--- src/rtl/capture_sequencer.sv ---
// Single-burst oscilloscope capture: arm, wait for a level/slope (or auto) trigger,
// then stream DEPTH decimated {ch2, ch1} sample pairs into the FIFO.
module capture_sequencer #(
   parameter int unsigned DEPTH        = 1024,
   parameter int unsigned AUTO_TIMEOUT = 50000,
   parameter int unsigned CNT_W        = 16
) (
   input  logic        clk,
   input  logic        reset,
   input  logic        arm,
   input  logic        abort,
   input  logic        sample_valid,
   input  logic [11:0] data_ch1,
   input  logic [11:0] data_ch2,
   input  logic        trig_ch,
   input  logic        trig_slope,
   input  logic [11:0] trig_level,
   input  logic        auto_mode,
   input  logic [7:0]  decim,
   input  logic        fifo_full,
   output logic        fifo_wr,
   output logic [23:0] fifo_data,
   output logic        busy,
   output logic        triggered,
   output logic        done,
   output logic        overflow
);
   typedef enum logic [2:0] {IDLE, ARMED, WAIT_TRIG, CAPTURE, DONE} state_t;

   localparam logic [CNT_W-1:0] DEPTH_C  = CNT_W'(DEPTH);
   localparam logic [CNT_W-1:0] TMO_LAST = CNT_W'(AUTO_TIMEOUT - 1);

   state_t state, state_nxt;

   logic             cfg_ch, cfg_slope, cfg_auto;
   logic [11:0]      cfg_level;
   logic [7:0]       cfg_decim;
   logic [11:0]      prev;
   logic [CNT_W-1:0] sample_cnt, tmo_cnt;
   logic [7:0]       dec_cnt;

   logic [11:0] cur;
   logic        level_hit, tmo_hit;
   logic        accept_arm, load_prev, trig_set, do_write, ovf_set;
   logic        cnt_first, tmo_inc, dec_inc, dec_clr;

   assign cur       = cfg_ch ? data_ch2 : data_ch1;
   assign level_hit = cfg_slope ? (prev > cfg_level && cur <= cfg_level)
                                : (prev < cfg_level && cur >= cfg_level);
   assign tmo_hit   = cfg_auto && (tmo_cnt == TMO_LAST);

   always_ff @(posedge clk or posedge reset) begin
      if (reset) state <= IDLE;
      else       state <= state_nxt;
   end

   // abort > arm > sample_valid falls out of the if/else ordering
   always_comb begin
      state_nxt  = state;
      accept_arm = 1'b0;
      load_prev  = 1'b0;
      trig_set   = 1'b0;
      do_write   = 1'b0;
      ovf_set    = 1'b0;
      cnt_first  = 1'b0;
      tmo_inc    = 1'b0;
      dec_inc    = 1'b0;
      dec_clr    = 1'b0;
      if (abort) begin
         state_nxt = IDLE;
      end else if (arm && (state == IDLE || state == DONE)) begin
         accept_arm = 1'b1;
         state_nxt  = ARMED;
      end else if (sample_valid) begin
         case (state)
            ARMED: begin
               load_prev = 1'b1;
               state_nxt = WAIT_TRIG;
            end
            WAIT_TRIG: begin
               if (level_hit || tmo_hit) begin
                  trig_set = 1'b1;
                  dec_clr  = 1'b1;
                  if (fifo_full) begin
                     ovf_set   = 1'b1;
                     state_nxt = DONE;
                  end else begin
                     do_write  = 1'b1;
                     cnt_first = 1'b1;
                     state_nxt = (DEPTH_C == CNT_W'(1)) ? DONE : CAPTURE;
                  end
               end else begin
                  load_prev = 1'b1;
                  tmo_inc   = (tmo_cnt != TMO_LAST);
               end
            end
            CAPTURE: begin
               if (dec_cnt + 8'd1 == cfg_decim) begin
                  dec_clr = 1'b1;
                  if (fifo_full) begin
                     ovf_set   = 1'b1;
                     state_nxt = DONE;
                  end else begin
                     do_write = 1'b1;
                     if (sample_cnt + CNT_W'(1) == DEPTH_C) state_nxt = DONE;
                  end
               end else begin
                  dec_inc = 1'b1;
               end
            end
            default: ;
         endcase
      end
   end

   always_ff @(posedge clk or posedge reset) begin
      if (reset) begin
         cfg_ch     <= 1'b0;
         cfg_slope  <= 1'b0;
         cfg_auto   <= 1'b0;
         cfg_level  <= '0;
         cfg_decim  <= 8'd1;
         prev       <= '0;
         sample_cnt <= '0;
         tmo_cnt    <= '0;
         dec_cnt    <= '0;
         fifo_wr    <= 1'b0;
         fifo_data  <= '0;
         triggered  <= 1'b0;
         overflow   <= 1'b0;
      end else begin
         fifo_wr <= do_write;
         if (do_write) fifo_data <= {data_ch2, data_ch1};
         if (accept_arm) begin
            cfg_ch     <= trig_ch;
            cfg_slope  <= trig_slope;
            cfg_auto   <= auto_mode;
            cfg_level  <= trig_level;
            cfg_decim  <= (decim == 8'd0) ? 8'd1 : decim;
            sample_cnt <= '0;
            tmo_cnt    <= '0;
            dec_cnt    <= '0;
            triggered  <= 1'b0;
            overflow   <= 1'b0;
         end else begin
            if (abort)    triggered <= 1'b0;
            if (trig_set) triggered <= 1'b1;
            if (ovf_set)  overflow  <= 1'b1;
            if (load_prev) prev <= cur;
            if (tmo_inc)   tmo_cnt <= tmo_cnt + CNT_W'(1);
            if (dec_clr)      dec_cnt <= '0;
            else if (dec_inc) dec_cnt <= dec_cnt + 8'd1;
            if (cnt_first)                  sample_cnt <= CNT_W'(1);
            else if (do_write && !trig_set) sample_cnt <= sample_cnt + CNT_W'(1);
         end
      end
   end

   assign busy = (state == ARMED) || (state == WAIT_TRIG) || (state == CAPTURE);
   assign done = (state == DONE);

endmodule

--- config.mk ---
export PLATFORM = sky130hd
export DESIGN_NAME = capture_sequencer
export DESIGN_NICKNAME = d
export VERILOG_FILES = /design/src/rtl/capture_sequencer.sv
export SDC_FILE = /design/constraint.sdc
export NUM_CORES = 1
export LEC_CHECK = 0
export ABC_CLOCK_PERIOD_IN_PS = 9600
export CORE_MARGIN = 3
export CORE_UTILIZATION = 55
export DETAILED_ROUTE_END_ITERATION = 16
export PLACE_DENSITY_LB_ADDON = 0.08
export SYNTH_ARGS = -nofsm -noshare
export SYNTH_HDL_FRONTEND = slang
export SYNTH_SLANG_ARGS = --single-unit
--- constraint.sdc ---
create_clock -name clk -period 9.6 [get_ports clk]
set_clock_uncertainty 0.05 [all_clocks]
set_input_delay 0.96 -clock clk [delete_from_list [all_inputs] [get_ports clk]]
set_output_delay 0.96 -clock clk [all_outputs]
set_load 0.005 [all_outputs]
==> flow_summary_export.csv <==
group,metric,value,unit
sta,worst_hold_slack,441,ps
floorplan,coreArea,10300,um2
placement,pre_cts_slack,4940,ps
logic_synthesis,synth_top_area_share,0.445,
cts,clk_latency,370,ps
sta,rsz0062_at_grt,"no",
sta,max_clock_freq,0.234,GHz
cts,cts_resized,0,
placement,dp_hpwl,9.67,mm
logic_synthesis,synth_top_area_cell,"dfrtp_1",
cells_and_area,final_cell_mix,"104 x dfrtp_1, 86 x nand2_1, 81 x clkdlybuf4s50_1",
sta,final_max_slew_viol_count,0,
floorplan,die_area,11900,um2
detailed_routing,routed_wl,13.2,mm
cts,ctsHtreeMaxLevel,3,
critical_path,cp-start-kind,"primary input",
cts,path_clk_slew,100,ps
min_path,hold_class,"register to register",
cts,cts_setup_buffers,0,
floorplan,die_w,109,um
cts,numCtsBuffers,9,
cells_and_area,n_fill_cell,822,
sta,period_share,0.445,
cts,clock-root-buffer,"clkbuf_8",
critical_path,r2r_setup_slack,5540,ps
cts,cts_sinks,105,
cts,clock_path_buffers,2,
logic_synthesis,synthCells,596,
cts,cts_tree,"built",
detailed_routing,dr.pass1.iters,5,
critical_path,crit_type,"primary input to register",
sta,worst-slew-pin-transition,996,ps
floorplan,top_level_ports,82,
floorplan,initial_core_util,0.566,
logic_synthesis,ys_warn_count,0,
floorplan,rows,37,
logic_synthesis,synth_cell_types,64,
logic_synthesis,syn_area_per_cell,9.81,um2
job,maxCapViolCount,0,
placement,port_buffers,81,
global_route,grt_pass1_wl,22.2,mm
pwr,p_leak,2.94,nW
cells_and_area,fin_util,0.667,
detailed_routing,viasPerCell,5.83,
critical_path,critPathMaxFanout,25,
logic_synthesis,ys.flop_type,"dfrtp_1",
logic_synthesis,post_synth_instance_area,5850,um2
critical_path,cp.required,9810,ps
critical_path,crit_arrival,4480,ps
cells_and_area,syn_to_final_growth,17.7,%
pwr,powerDensity,172,nW/um2
detailed_routing,drtIter0Drc,288,
logic_synthesis,synth.yosys.seq_area_share,0.450,
cells_and_area,diodes,0,
global_route,grt_pass1_vias,4558,
detailed_routing,drtAntennaViolNets,0,
global_route,grt_max_degree,72,
critical_path,end_kind,"register",
cts,ctsHoldBuffers,0,
floorplan,fp.dieH,109,um
sta,final.setup.worst_slack,5330,ps
logic_synthesis,synthTopCellsByArea,"dfrtp_1 45%, ha_1 5.8%, nand2_1 5.5%, mux2_2 5.2%, mux2_1 3.7%",
global_route,antenna_found_initial,0,
cells_and_area,final_nets,743,
logic_synthesis,synth_edf_count,0,
cells_and_area,final_common_cell,"dfrtp_1",
detailed_routing,route.detailed.drc,0,
global_route,grt.total_usage,0.234,
detailed_routing,wire_per_inst,16.5,um
pwr,ir_worst_vdd,105,uV
logic_synthesis,synthArstFlopShare,1.00,
status,status,"finished, final reports clean",
logic_synthesis,ys_ff_latch,105,
logic_synthesis,synth_fp_nets,676,
global_route,grt_overflow,0,
cells_and_area,drive_gt1_frac,0.0945,
sta,finalSetupTns,0,ps
detailed_routing,num_vias,4685,
sta,relSlewSlack,0.336,
placement,gp_congestion,0.871,
sta,min_period,4270,ps
sta,finalSetupViolCount,0,
sta,hold_viol_final,0,
==> layer usage <==
layer	vias up	track usage	part of all wire
met3	13	0.0314	0.035
met4	0	0.0640	0.013
met5	-	0	0
met2	88	0.413	0.51
met1	2303	0.303	0.44
li1	2281	-	-
==> flip-flops by register name, summed over array words and instances (netlist names), 3 cells and up <==
signal / count
cfg_decim: 8
cfg_level: 12
dec_cnt: 8
fifo_data: 24
prev: 12
sample_cnt: 16
state: 3
tmo_cnt: 16
==> report_power, final <==
group          internal, mW  switching (mW)  total (mW)  leakage (nW)
registers             0.517          0.0483       0.565          1.40
logic                 0.194           0.179       0.373          1.47
clock network        0.0997           0.149       0.249        0.0822
==> critical path, stage by stage <==
cell and delay (ps):
clkdlybuf4s50_1 440, mux2_2 290, ha_1 310, a21oi_1 140, o21ai_0 150, or2_2 320
o221ai_1 230, a22oi_2 220, a21o_1 300, a21oi_4 690, mux2_2 420
==> cell families (layout without fill, tap and decap cells) <==
group,after synthesis,in the layout,share of synthesized area
mux,52,52,0.0988
flops,105,105,0.450
fa+ha+maj,27,27,0.0578
buf+inv,47,118,0.0357
xor+xnor,20,20,0.0300
compound gates,121,121,0.139
simple gates,224,224,0.189
==> stage by stage <==
| stage | instance area (um2) | std cells | power, mW |
|---|---|---|---|
| 3_3_place_gp | 6720 | 788 | 0.930 |
| 5_1_grt | 6880 | 803 | 1.27 |
| 2_1_floorplan | 5850 | 596 | 0.805 |
| 3_5_place_dp | 6720 | 788 | 0.949 |
| 6_report | 6880 | 803 | 1.19 |
| 4_1_cts | 6880 | 803 | 1.20 |
==> layout make-up <==
| type | count | area, um2 | share of cell area |
|---|---|---|---|
| Inverter | 20 | 77.6 | 0.0113 |
| Clock inverter | 3 | 17.5 | 0.00254 |
| Sequential cell | 105 | 2630 | 0.382 |
| Timing Repair Buffer | 83 | 826 | 0.120 |
| Clock buffer | 12 | 145 | 0.0211 |
| Multi-Input combinational cell | 444 | 3020 | 0.438 |
| Tap cell | 136 | 170 | 0.0247 |
==> final timing paths <==
path                                     from       endpoint  cells past startpoint
worst min-delay path            fifo_data[18]  fifo_data[18]                      1
worst max register to register         cfg_ch   fifo_data[7]                     10
max in group asynchronous               reset     tmo_cnt[2]                      3
min in group asynchronous               reset     dec_cnt[4]                      2
worst max-delay path             data_ch2[11]   fifo_data[7]                     11
worst min register to register  fifo_data[18]  fifo_data[18]                      1
==> cell usage after synthesis, drive strengths merged (6+ instances only) <==
cell,count
a21oi,37
a311o,7
buf,13
clkbuf,14
dfrtp,104
ha,27
inv,20
mux2,46
mux2i,6
nand2,86
nand3,20
nand4,17
nor2,34
nor2b,7
nor3,15
nor3b,6
o211ai,6
o21ai,30
o31ai,6
or3,10
xnor2,6
xor2,14
Power figures use the tool's default switching activity.
